## src/rtl/matrix_stream_loader_if.sv

```systemverilog
// Dibit symbol stream in, row-write bus out, for matrix_stream_loader.
interface matrix_stream_loader_if #(
  parameter int ELEM_W  = 8,
  parameter int MAX_DIM = 32,
  parameter int NUM_MAT = 2
);
  localparam int SEL_W  = (NUM_MAT > 1) ? $clog2(NUM_MAT) : 1;
  localparam int ADDR_W = $clog2(MAX_DIM);
  localparam int DATA_W = MAX_DIM * ELEM_W;

  // axiiv qualifies axiid on every rising edge and there is no backpressure:
  // each valid cycle carries exactly one symbol. wr_en qualifies wr_sel,
  // wr_addr and wr_data for that single cycle; the row BRAMs always accept.
  logic              axiiv;
  logic [1:0]        axiid;
  logic              wr_en;
  logic [SEL_W-1:0]  wr_sel;
  logic [ADDR_W-1:0] wr_addr;
  logic [DATA_W-1:0] wr_data;

  modport master (output axiiv, axiid, input wr_en, wr_sel, wr_addr, wr_data);
  modport slave  (input axiiv, axiid, output wr_en, wr_sel, wr_addr, wr_data);
endinterface

```

## src/rtl/matrix_stream_loader.sv

```systemverilog
// Parses a framed dibit stream into row-wide BRAM writes for NUM_MAT matrices.
// Optional trailing checksum is compiled in with MATRIX_STREAM_LOADER_CHECK_EN.
module matrix_stream_loader #(
  parameter int ELEM_W  = 8,
  parameter int MAX_DIM = 32,
  parameter int NUM_MAT = 2
) (
  input  logic                 eth_refclk,
  input  logic                 rst,
  matrix_stream_loader_if.slave bus,
  output logic [7:0]           dim_rows,
  output logic [7:0]           dim_cols,
  output logic                 busy,
  output logic                 frame_done,
  output logic                 frame_err,
  output logic [1:0]           err_code,
  output logic [2:0]           dbg_state
);
  localparam int SEL_W  = (NUM_MAT > 1) ? $clog2(NUM_MAT) : 1;
  localparam int ADDR_W = $clog2(MAX_DIM);
  localparam int DATA_W = MAX_DIM * ELEM_W;
  localparam int SPE    = ELEM_W / 2;
  localparam int SYM_W  = (SPE > 1) ? $clog2(SPE) : 1;

  localparam logic [SYM_W-1:0] SYM_LAST = SYM_W'(SPE - 1);
  localparam logic [SEL_W-1:0] MAT_LAST = SEL_W'(NUM_MAT - 1);
  localparam logic [8:0]       MAX_DIM9 = 9'(MAX_DIM);

  typedef enum logic [2:0] {
    S_WAIT = 3'd0,
    S_IDLE = 3'd1,
    S_HDR  = 3'd2,
    S_LOAD = 3'd3
`ifdef MATRIX_STREAM_LOADER_CHECK_EN
    , S_CHK = 3'd4
`endif
  } state_t;

  state_t              state_q, state_d;
  logic [13:0]         hdr_q, hdr_d;
  logic [2:0]          hcnt_q, hcnt_d;
  logic [ELEM_W-1:0]   elem_q, elem_d;
  logic [SYM_W-1:0]    sym_q, sym_d;
  logic [7:0]          col_q, col_d;
  logic [7:0]          row_q, row_d;
  logic [SEL_W-1:0]    mat_q, mat_d;
  logic [DATA_W-1:0]   row_buf_q, row_buf_d;
  logic                wr_en_q, wr_en_d;
  logic [SEL_W-1:0]    wr_sel_q, wr_sel_d;
  logic [ADDR_W-1:0]   wr_addr_q, wr_addr_d;
  logic [DATA_W-1:0]   wr_data_q, wr_data_d;
  logic [7:0]          dim_rows_q, dim_rows_d;
  logic [7:0]          dim_cols_q, dim_cols_d;
  logic                frame_done_q, frame_done_d;
  logic                frame_err_q, frame_err_d;
  logic [1:0]          err_code_q, err_code_d;
`ifdef MATRIX_STREAM_LOADER_CHECK_EN
  logic [ELEM_W-1:0]   acc_q, acc_d;
`endif

  logic [15:0]         hdr_full;
  logic [ELEM_W-1:0]   elem_full;
  logic [DATA_W-1:0]   row_ins;
  logic                sym_last, col_last, row_last, mat_last, hdr_bad;

  assign hdr_full  = {hdr_q, bus.axiid};
  assign elem_full = (elem_q << 2) | ELEM_W'(bus.axiid);
  assign sym_last  = (sym_q == SYM_LAST);
  assign col_last  = (col_q == dim_cols_q - 8'd1);
  assign row_last  = (row_q == dim_rows_q - 8'd1);
  assign mat_last  = (mat_q == MAT_LAST);
  assign hdr_bad   = (hdr_full[15:8] == 8'd0) || (hdr_full[7:0] == 8'd0) ||
                     ({1'b0, hdr_full[15:8]} > MAX_DIM9) ||
                     ({1'b0, hdr_full[7:0]} > MAX_DIM9);

  // Current row buffer with the element being completed dropped into slot col_q.
  always_comb begin
    row_ins = row_buf_q;
    for (int j = 0; j < MAX_DIM; j++) begin
      if (col_q == 8'(j)) row_ins[(MAX_DIM - j) * ELEM_W - 1 -: ELEM_W] = elem_full;
    end
  end

  always_comb begin
    state_d      = state_q;
    hdr_d        = hdr_q;
    hcnt_d       = hcnt_q;
    elem_d       = elem_q;
    sym_d        = sym_q;
    col_d        = col_q;
    row_d        = row_q;
    mat_d        = mat_q;
    row_buf_d    = row_buf_q;
    wr_en_d      = 1'b0;
    wr_sel_d     = wr_sel_q;
    wr_addr_d    = wr_addr_q;
    wr_data_d    = wr_data_q;
    dim_rows_d   = dim_rows_q;
    dim_cols_d   = dim_cols_q;
    frame_done_d = 1'b0;
    frame_err_d  = 1'b0;
    err_code_d   = err_code_q;
`ifdef MATRIX_STREAM_LOADER_CHECK_EN
    acc_d        = acc_q;
`endif

    case (state_q)
      S_WAIT: begin
        if (!bus.axiiv) state_d = S_IDLE;
      end

      S_IDLE: begin
        if (bus.axiiv) begin
          hdr_d   = {12'b0, bus.axiid};
          hcnt_d  = 3'd0;
          state_d = S_HDR;
        end
      end

      S_HDR: begin
        if (!bus.axiiv) begin
          frame_err_d = 1'b1;
          err_code_d  = 2'd2;
          state_d     = S_IDLE;
        end else begin
          hdr_d  = hdr_full[13:0];
          hcnt_d = hcnt_q + 3'd1;
          if (hcnt_q == 3'd6) begin
            if (hdr_bad) begin
              frame_err_d = 1'b1;
              err_code_d  = 2'd1;
              state_d     = S_WAIT;
            end else begin
              dim_rows_d = hdr_full[15:8];
              dim_cols_d = hdr_full[7:0];
              elem_d     = '0;
              sym_d      = '0;
              col_d      = 8'd0;
              row_d      = 8'd0;
              mat_d      = '0;
              row_buf_d  = '0;
`ifdef MATRIX_STREAM_LOADER_CHECK_EN
              acc_d      = '0;
`endif
              state_d    = S_LOAD;
            end
          end
        end
      end

      S_LOAD: begin
        if (!bus.axiiv) begin
          frame_err_d = 1'b1;
          err_code_d  = 2'd2;
          state_d     = S_IDLE;
        end else begin
          elem_d = elem_full;
          sym_d  = sym_q + SYM_W'(1);
          if (sym_last) begin
            sym_d     = '0;
            row_buf_d = row_ins;
`ifdef MATRIX_STREAM_LOADER_CHECK_EN
            acc_d     = acc_q + elem_full;
`endif
            if (col_last) begin
              // Row complete: write it out and start the next row from zero.
              wr_en_d   = 1'b1;
              wr_sel_d  = mat_q;
              wr_addr_d = row_q[ADDR_W-1:0];
              wr_data_d = row_ins;
              row_buf_d = '0;
              col_d     = 8'd0;
              if (row_last) begin
                row_d = 8'd0;
                if (mat_last) begin
`ifdef MATRIX_STREAM_LOADER_CHECK_EN
                  state_d = S_CHK;
`else
                  frame_done_d = 1'b1;
                  err_code_d   = 2'd0;
                  state_d      = S_WAIT;
`endif
                end else begin
                  mat_d = mat_q + SEL_W'(1);
                end
              end else begin
                row_d = row_q + 8'd1;
              end
            end else begin
              col_d = col_q + 8'd1;
            end
          end
        end
      end

`ifdef MATRIX_STREAM_LOADER_CHECK_EN
      S_CHK: begin
        if (!bus.axiiv) begin
          frame_err_d = 1'b1;
          err_code_d  = 2'd2;
          state_d     = S_IDLE;
        end else begin
          elem_d = elem_full;
          sym_d  = sym_q + SYM_W'(1);
          if (sym_last) begin
            sym_d   = '0;
            state_d = S_WAIT;
            if (elem_full == acc_q) begin
              frame_done_d = 1'b1;
              err_code_d   = 2'd0;
            end else begin
              frame_err_d = 1'b1;
              err_code_d  = 2'd3;
            end
          end
        end
      end
`endif

      default: state_d = S_WAIT;
    endcase
  end

  always_ff @(posedge eth_refclk) begin
    if (rst) begin
      state_q      <= S_WAIT;
      hdr_q        <= '0;
      hcnt_q       <= '0;
      elem_q       <= '0;
      sym_q        <= '0;
      col_q        <= '0;
      row_q        <= '0;
      mat_q        <= '0;
      row_buf_q    <= '0;
      wr_en_q      <= 1'b0;
      wr_sel_q     <= '0;
      wr_addr_q    <= '0;
      wr_data_q    <= '0;
      dim_rows_q   <= '0;
      dim_cols_q   <= '0;
      frame_done_q <= 1'b0;
      frame_err_q  <= 1'b0;
      err_code_q   <= '0;
`ifdef MATRIX_STREAM_LOADER_CHECK_EN
      acc_q        <= '0;
`endif
    end else begin
      state_q      <= state_d;
      hdr_q        <= hdr_d;
      hcnt_q       <= hcnt_d;
      elem_q       <= elem_d;
      sym_q        <= sym_d;
      col_q        <= col_d;
      row_q        <= row_d;
      mat_q        <= mat_d;
      row_buf_q    <= row_buf_d;
      wr_en_q      <= wr_en_d;
      wr_sel_q     <= wr_sel_d;
      wr_addr_q    <= wr_addr_d;
      wr_data_q    <= wr_data_d;
      dim_rows_q   <= dim_rows_d;
      dim_cols_q   <= dim_cols_d;
      frame_done_q <= frame_done_d;
      frame_err_q  <= frame_err_d;
      err_code_q   <= err_code_d;
`ifdef MATRIX_STREAM_LOADER_CHECK_EN
      acc_q        <= acc_d;
`endif
    end
  end

  assign bus.wr_en   = wr_en_q;
  assign bus.wr_sel  = wr_sel_q;
  assign bus.wr_addr = wr_addr_q;
  assign bus.wr_data = wr_data_q;
  assign dim_rows    = dim_rows_q;
  assign dim_cols    = dim_cols_q;
  assign frame_done  = frame_done_q;
  assign frame_err   = frame_err_q;
  assign err_code    = err_code_q;
  assign dbg_state   = state_q;
`ifdef MATRIX_STREAM_LOADER_CHECK_EN
  assign busy = (state_q == S_HDR) || (state_q == S_LOAD) || (state_q == S_CHK);
`else
  assign busy = (state_q == S_HDR) || (state_q == S_LOAD);
`endif
endmodule

```

## src/flat_wrapper.sv

```systemverilog
// flat-port wrapper written by rule: the top's interface ports become plain ports
module matrix_stream_loader_flat 
#(
  parameter int ELEM_W  = 8,
  parameter int MAX_DIM = 32,
  parameter int NUM_MAT = 2
)
  (eth_refclk, rst, dim_rows, dim_cols, busy, frame_done, frame_err, err_code, dbg_state, bus_axiiv, bus_axiid, bus_wr_en, bus_wr_sel, bus_wr_addr, bus_wr_data);
  matrix_stream_loader_if #(.ELEM_W(ELEM_W), .MAX_DIM(MAX_DIM), .NUM_MAT(NUM_MAT)) bus_i ();
  input  logic eth_refclk;
  input  logic rst;
  output logic [7:0] dim_rows;
  output logic [7:0] dim_cols;
  output logic busy;
  output logic frame_done;
  output logic frame_err;
  output logic [1:0] err_code;
  output logic [2:0] dbg_state;
  input wire logic [$bits(bus_i.axiiv)-1:0] bus_axiiv;
  input wire logic [$bits(bus_i.axiid)-1:0] bus_axiid;
  output wire logic [$bits(bus_i.wr_en)-1:0] bus_wr_en;
  output wire logic [$bits(bus_i.wr_sel)-1:0] bus_wr_sel;
  output wire logic [$bits(bus_i.wr_addr)-1:0] bus_wr_addr;
  output wire logic [$bits(bus_i.wr_data)-1:0] bus_wr_data;
  assign bus_i.axiiv = bus_axiiv;
  assign bus_i.axiid = bus_axiid;
  assign bus_wr_en = bus_i.wr_en;
  assign bus_wr_sel = bus_i.wr_sel;
  assign bus_wr_addr = bus_i.wr_addr;
  assign bus_wr_data = bus_i.wr_data;
  matrix_stream_loader #(.ELEM_W(ELEM_W), .MAX_DIM(MAX_DIM), .NUM_MAT(NUM_MAT)) u_core (.eth_refclk(eth_refclk), .rst(rst), .bus(bus_i), .dim_rows(dim_rows), .dim_cols(dim_cols), .busy(busy), .frame_done(frame_done), .frame_err(frame_err), .err_code(err_code), .dbg_state(dbg_state));
endmodule
```

## config.mk

```make
export PLATFORM = sky130hd
export DESIGN_NAME = matrix_stream_loader_flat
export DESIGN_NICKNAME = d
export VERILOG_FILES = /design/src/rtl/matrix_stream_loader_if.sv /design/src/rtl/matrix_stream_loader.sv /design/src/flat_wrapper.sv
export SDC_FILE = /design/constraint.sdc
export NUM_CORES = 1
export LEC_CHECK = 0
export ABC_CLOCK_PERIOD_IN_PS = 2500
export BUFFER_PORTS_ARGS = -buffer_cell sky130_fd_sc_hd__buf_2
export CAP_MARGIN = 20
export CORE_MARGIN = 3
export CORE_UTILIZATION = 30
export CTS_BUF_LIST = sky130_fd_sc_hd__clkbuf_4
export CTS_CLUSTER_DIAMETER = 60
export DETAILED_ROUTE_END_ITERATION = 10
export HOLD_SLACK_MARGIN = 0.06
export PLACE_DENSITY = 0.6
export SETUP_SLACK_MARGIN = 0.4
export SYNTH_ARGS = -nofsm -noshare
export SYNTH_HDL_FRONTEND = slang
export SYNTH_SLANG_ARGS = --single-unit
```

## constraint.sdc

```tcl
create_clock -name eth_refclk -period 2.5 [get_ports eth_refclk]
set_input_delay 0.5 -clock eth_refclk [delete_from_list [all_inputs] [get_ports eth_refclk]]
set_output_delay 0.5 -clock eth_refclk [all_outputs]
set_load 0.01 [all_outputs]
```

==> run metrics <==
outcome finished, violations left; adder-cell share of the synthesized area 0.503%; CP dominant cell by count a211oi_2; DP Wirelength 51500 µm; vias 21900; Worst-path clk slew 70 ps; gr usage total 18.3%; CTS Buf Count 165; 1st-pass router iterations 5; CTS tree built; Congestion Overflow GR 0; CP Cell Sequence inv_4 -> ha_4 -> or3b_4 -> a211oi_2 -> nand4_1 -> nor4b_4 -> buf_4 -> buf_12 -> buf_6 -> clkbuf_16 -> nor2_1 -> a211oi_2; largest net degree at the start of global routing 96; f_max 379 MHz; Yosys reg bits 583; Post-synth EDFFs 0; die height 294 µm; Layout area overhead 27.3%; Worst VDD drop 0.000299 V; row cnt 104; WL/cell 19.0 µm; Hold Startpoint bus_axiid[1]; HP Class primary input to flip-flop; Crit-path slowest cell or3b_4; initial antenna violation count 3; Compound-Gate Fraction of Synth Area 13.8%; worst setup margin -138 ps; antenna-violating nets left 0; Syn Inst Count 2748; CTS root buf clkbuf_4; Seq/Total Area, Yosys 46.9%; CP Capture Type flip-flop; Ys Warns 0; failing checks setup timing; worst skew pair latency 960 ps; Startpoint Class flip-flop; Initial Util 30.6%; Worst path depth 12; Slew headroom 34.2%; Final GP Congestion 0.785; die area 86400 µm²; CTS Sinks 583; Post-route DRC 0; Hold Crit Depth 7; FF-to-FF setup slack -140 ps; Power Dens Cells 582 nW/µm²; vias per cell 5.04; max-cap violations 0; Post-synth ARST share 0%; mapped cell area 24900 µm²; largest family of logic cells by synthesized area simple AND/OR/NAND/NOR gates; RR Endpoint u_core.bus.wr_data[177]$_SDFFE_PP0P_; Final nets 3170; fin crit period 2640 ps; Worst Max-Slew Pin Slew 987 ps; Top FF cell, synth dfxtp_1; Synth Area in XOR/XNOR 0.845%; ratio of final minimum period to clock period 106%; commonest non-fill, non-tap cell in the layout dfxtp_1; worst path bufs/invs 5; post-synthesis cell type count 72; DRT Wirelength 82400 µm; Ports 292; final hold violations 0; r2r worst-path depth 12; Chip Width 294 µm; post-synthesis net count 2763; WHS Endpoint u_core.dim_rows[3]$_SDFFE_PP0P_; multiplexer share of the synthesized area 13.9%; Max H-tree Level 4; hold_ws 323 ps; Max clock buf depth 3; slowest stage delay, CP 370 ps; critical path data required time 3340 ps; Max FO, Critical Path 11; first-pass GRT wire length 125000 µm; RSZ-0062 raised after global routing yes; LEAKAGE 11.7 nW; Worst R2R Start u_core.dim_cols[0]$_SDFFE_PP0P_; Core Area 81300 µm²; I/O Buffers 290; delay-heaviest family, CP simple AND/OR/NAND/NOR gates; layout cells sized above 1 27.4%; crit path kind flip-flop to flip-flop; setup TNS -6750 ps; fin. max-slew vios 0; simple-gate share of the synthesized area 19.3%; CP arrival 3480 ps; commonest non-fill, non-tap cells in the layout dfxtp_1 (575), nor2_1 (539), mux2i_1 (345); Final setup viols 161; Clock Skew 67.0 ps; initial DRC count 1372; vias in the first global route 21100; Avg Cell Area, Syn 9.05 µm²
-- synthesized netlist by cell type (all sizes together), types with 3 or more instances --
cell type / count / area [µm²]
nor3: 11 / 55.1
nand4: 17 / 113
o221ai: 3 / 26.3
or3: 4 / 25.0
nand2: 259 / 1070
a311oi: 181 / 1590
and2: 11 / 68.8
nor2: 558 / 2090
or2: 4 / 25.0
buf: 103 / 518
and3: 5 / 31.3
xnor2: 15 / 131
or4: 3 / 22.5
o211ai: 6 / 45.0
clkbuf: 155 / 583
a22oi: 14 / 105
mux2i: 346 / 3460
xor2: 9 / 78.8
dfxtp: 583 / 11700
a2bb2oi: 3 / 32.5
ha: 10 / 125
o21ai: 35 / 179
nand2b: 17 / 106
nor4: 5 / 82.6
inv: 16 / 60.1
nor2b: 6 / 37.5
a21o: 3 / 22.5
nand3: 190 / 951
a21oi: 54 / 604
a211oi: 82 / 616
nor3b: 3 / 22.5
o31a: 3 / 26.3
o32ai: 3 / 26.3
-- timing repair --
action,in CTS,in global routing
gates cloned,3,14
endpoints found under the setup margin,652,624
hold buffers,3,0
setup buffers,4,9
endpoints found under the hold margin,45,0
pin swaps,34,34
gates resized for setup,39,42
-- area by class of cell --
| type | count | area (µm²) |
|---|---|---|
| Antenna cell | 4 | 10.0 |
| Tap cell | 1060 | 1330 |
| Timing Repair Buffer | 498 | 4070 |
| Sequential cell | 583 | 11700 |
| Clock inverter | 43 | 221 |
| Clock buffer | 244 | 1830 |
| Fill cell | 8249 | 49700 |
| Inverter | 16 | 62.6 |
| Multi-Input combinational cell | 1891 | 12400 |
-- worst max path at each step --
| stage | startpoint | to |
|---|---|---|
| after global routing | u_core.dim_cols[0]$_SDFFE_PP0P_ | u_core.bus.wr_data[171]$_SDFFE_PP0P_ |
| after global placement | bus_axiid[0] | u_core.row_buf_q[124]$_SDFFE_PP0P_ |
| after floorplan | u_core.dim_cols[0]$_SDFFE_PP0P_ | u_core.bus.wr_data[128]$_SDFFE_PP0P_ |
| after detailed placement | bus_axiid[0] | u_core.row_buf_q[39]$_SDFFE_PP0P_ |
| after CTS | u_core.dim_cols[0]$_SDFFE_PP0P_ | u_core.bus.wr_data[144]$_SDFFE_PP0P_ |
| final | u_core.dim_cols[0]$_SDFFE_PP0P_ | u_core.bus.wr_data[177]$_SDFFE_PP0P_ |
-- metrics by stage --
stage	total power [mW]	utilization [%]	instances	setup WS (ps)	area (µm²)
floorplan	9.75	-	2748	139	25500
global placement	9.88	35.3	4015	-102	28700
detailed placement	9.88	35.3	4015	-146	28700
CTS	18.7	38.2	4312	-74.4	31100
global route	19.3	38.9	4339	-274	31700
finish	18.4	38.9	4339	-138	31700
-- registers in the layout, indices dropped and copies added, names as in the netlist, 2 cells and up --
| register | count |
|---|---|
| u_core.hcnt_q | 3 |
| u_core.sym_q | 2 |
| u_core.dbg_state | 2 |
| u_core.bus.wr_addr | 5 |
| u_core.elem_q | 6 |
| u_core.hdr_q | 14 |
| u_core.bus.wr_data | 256 |
| u_core.dim_cols | 8 |
| u_core.err_code | 2 |
| u_core.dim_rows | 8 |
| u_core.row_q | 8 |
| u_core.col_q | 8 |
| u_core.row_buf_q | 256 |
-- logic make-up (layout without fill, tap and decap cells) --
logic type | Yosys count | in the layout
other | 1 | 5
multiplexers | 346 | 346
adder cells (fa/ha/maj) | 10 | 10
XOR/XNOR | 24 | 24
flip-flops | 583 | 583
AO/OA/AOI/OAI | 406 | 406
buffers and inverters | 274 | 801
AND/OR/NAND/NOR | 1104 | 1104
-- worst register-to-register path, cell delays in order (launching register included) --
cell and delay, ps:
dfxtp_4 350, inv_4 50, ha_4 110, or3b_4 370
a211oi_2 210, nand4_1 200, nor4b_4 340, buf_4 180
buf_12 160, buf_6 170, clkbuf_16 160, nor2_1 50
a211oi_2 210
-- report_power, final --
part	switching, mW	leakage (nW)	internal [mW]
logic	0.294	5.81	0.116
clock network	4.24	1.22	4.48
registers	0.00678	4.70	9.28
-- metal layers --
layer / track usage (%) / wire, µm / vias to the layer above
li1: - / - / 10600
met1: 24.0 / 37600 / 10500
met2: 29.9 / 38700 / 576
met3: 3.85 / 4270 / 130
met4: 6.49 / 1790 / 0
met5: 0 / 0 / -
Power figures use the tool's default switching activity.
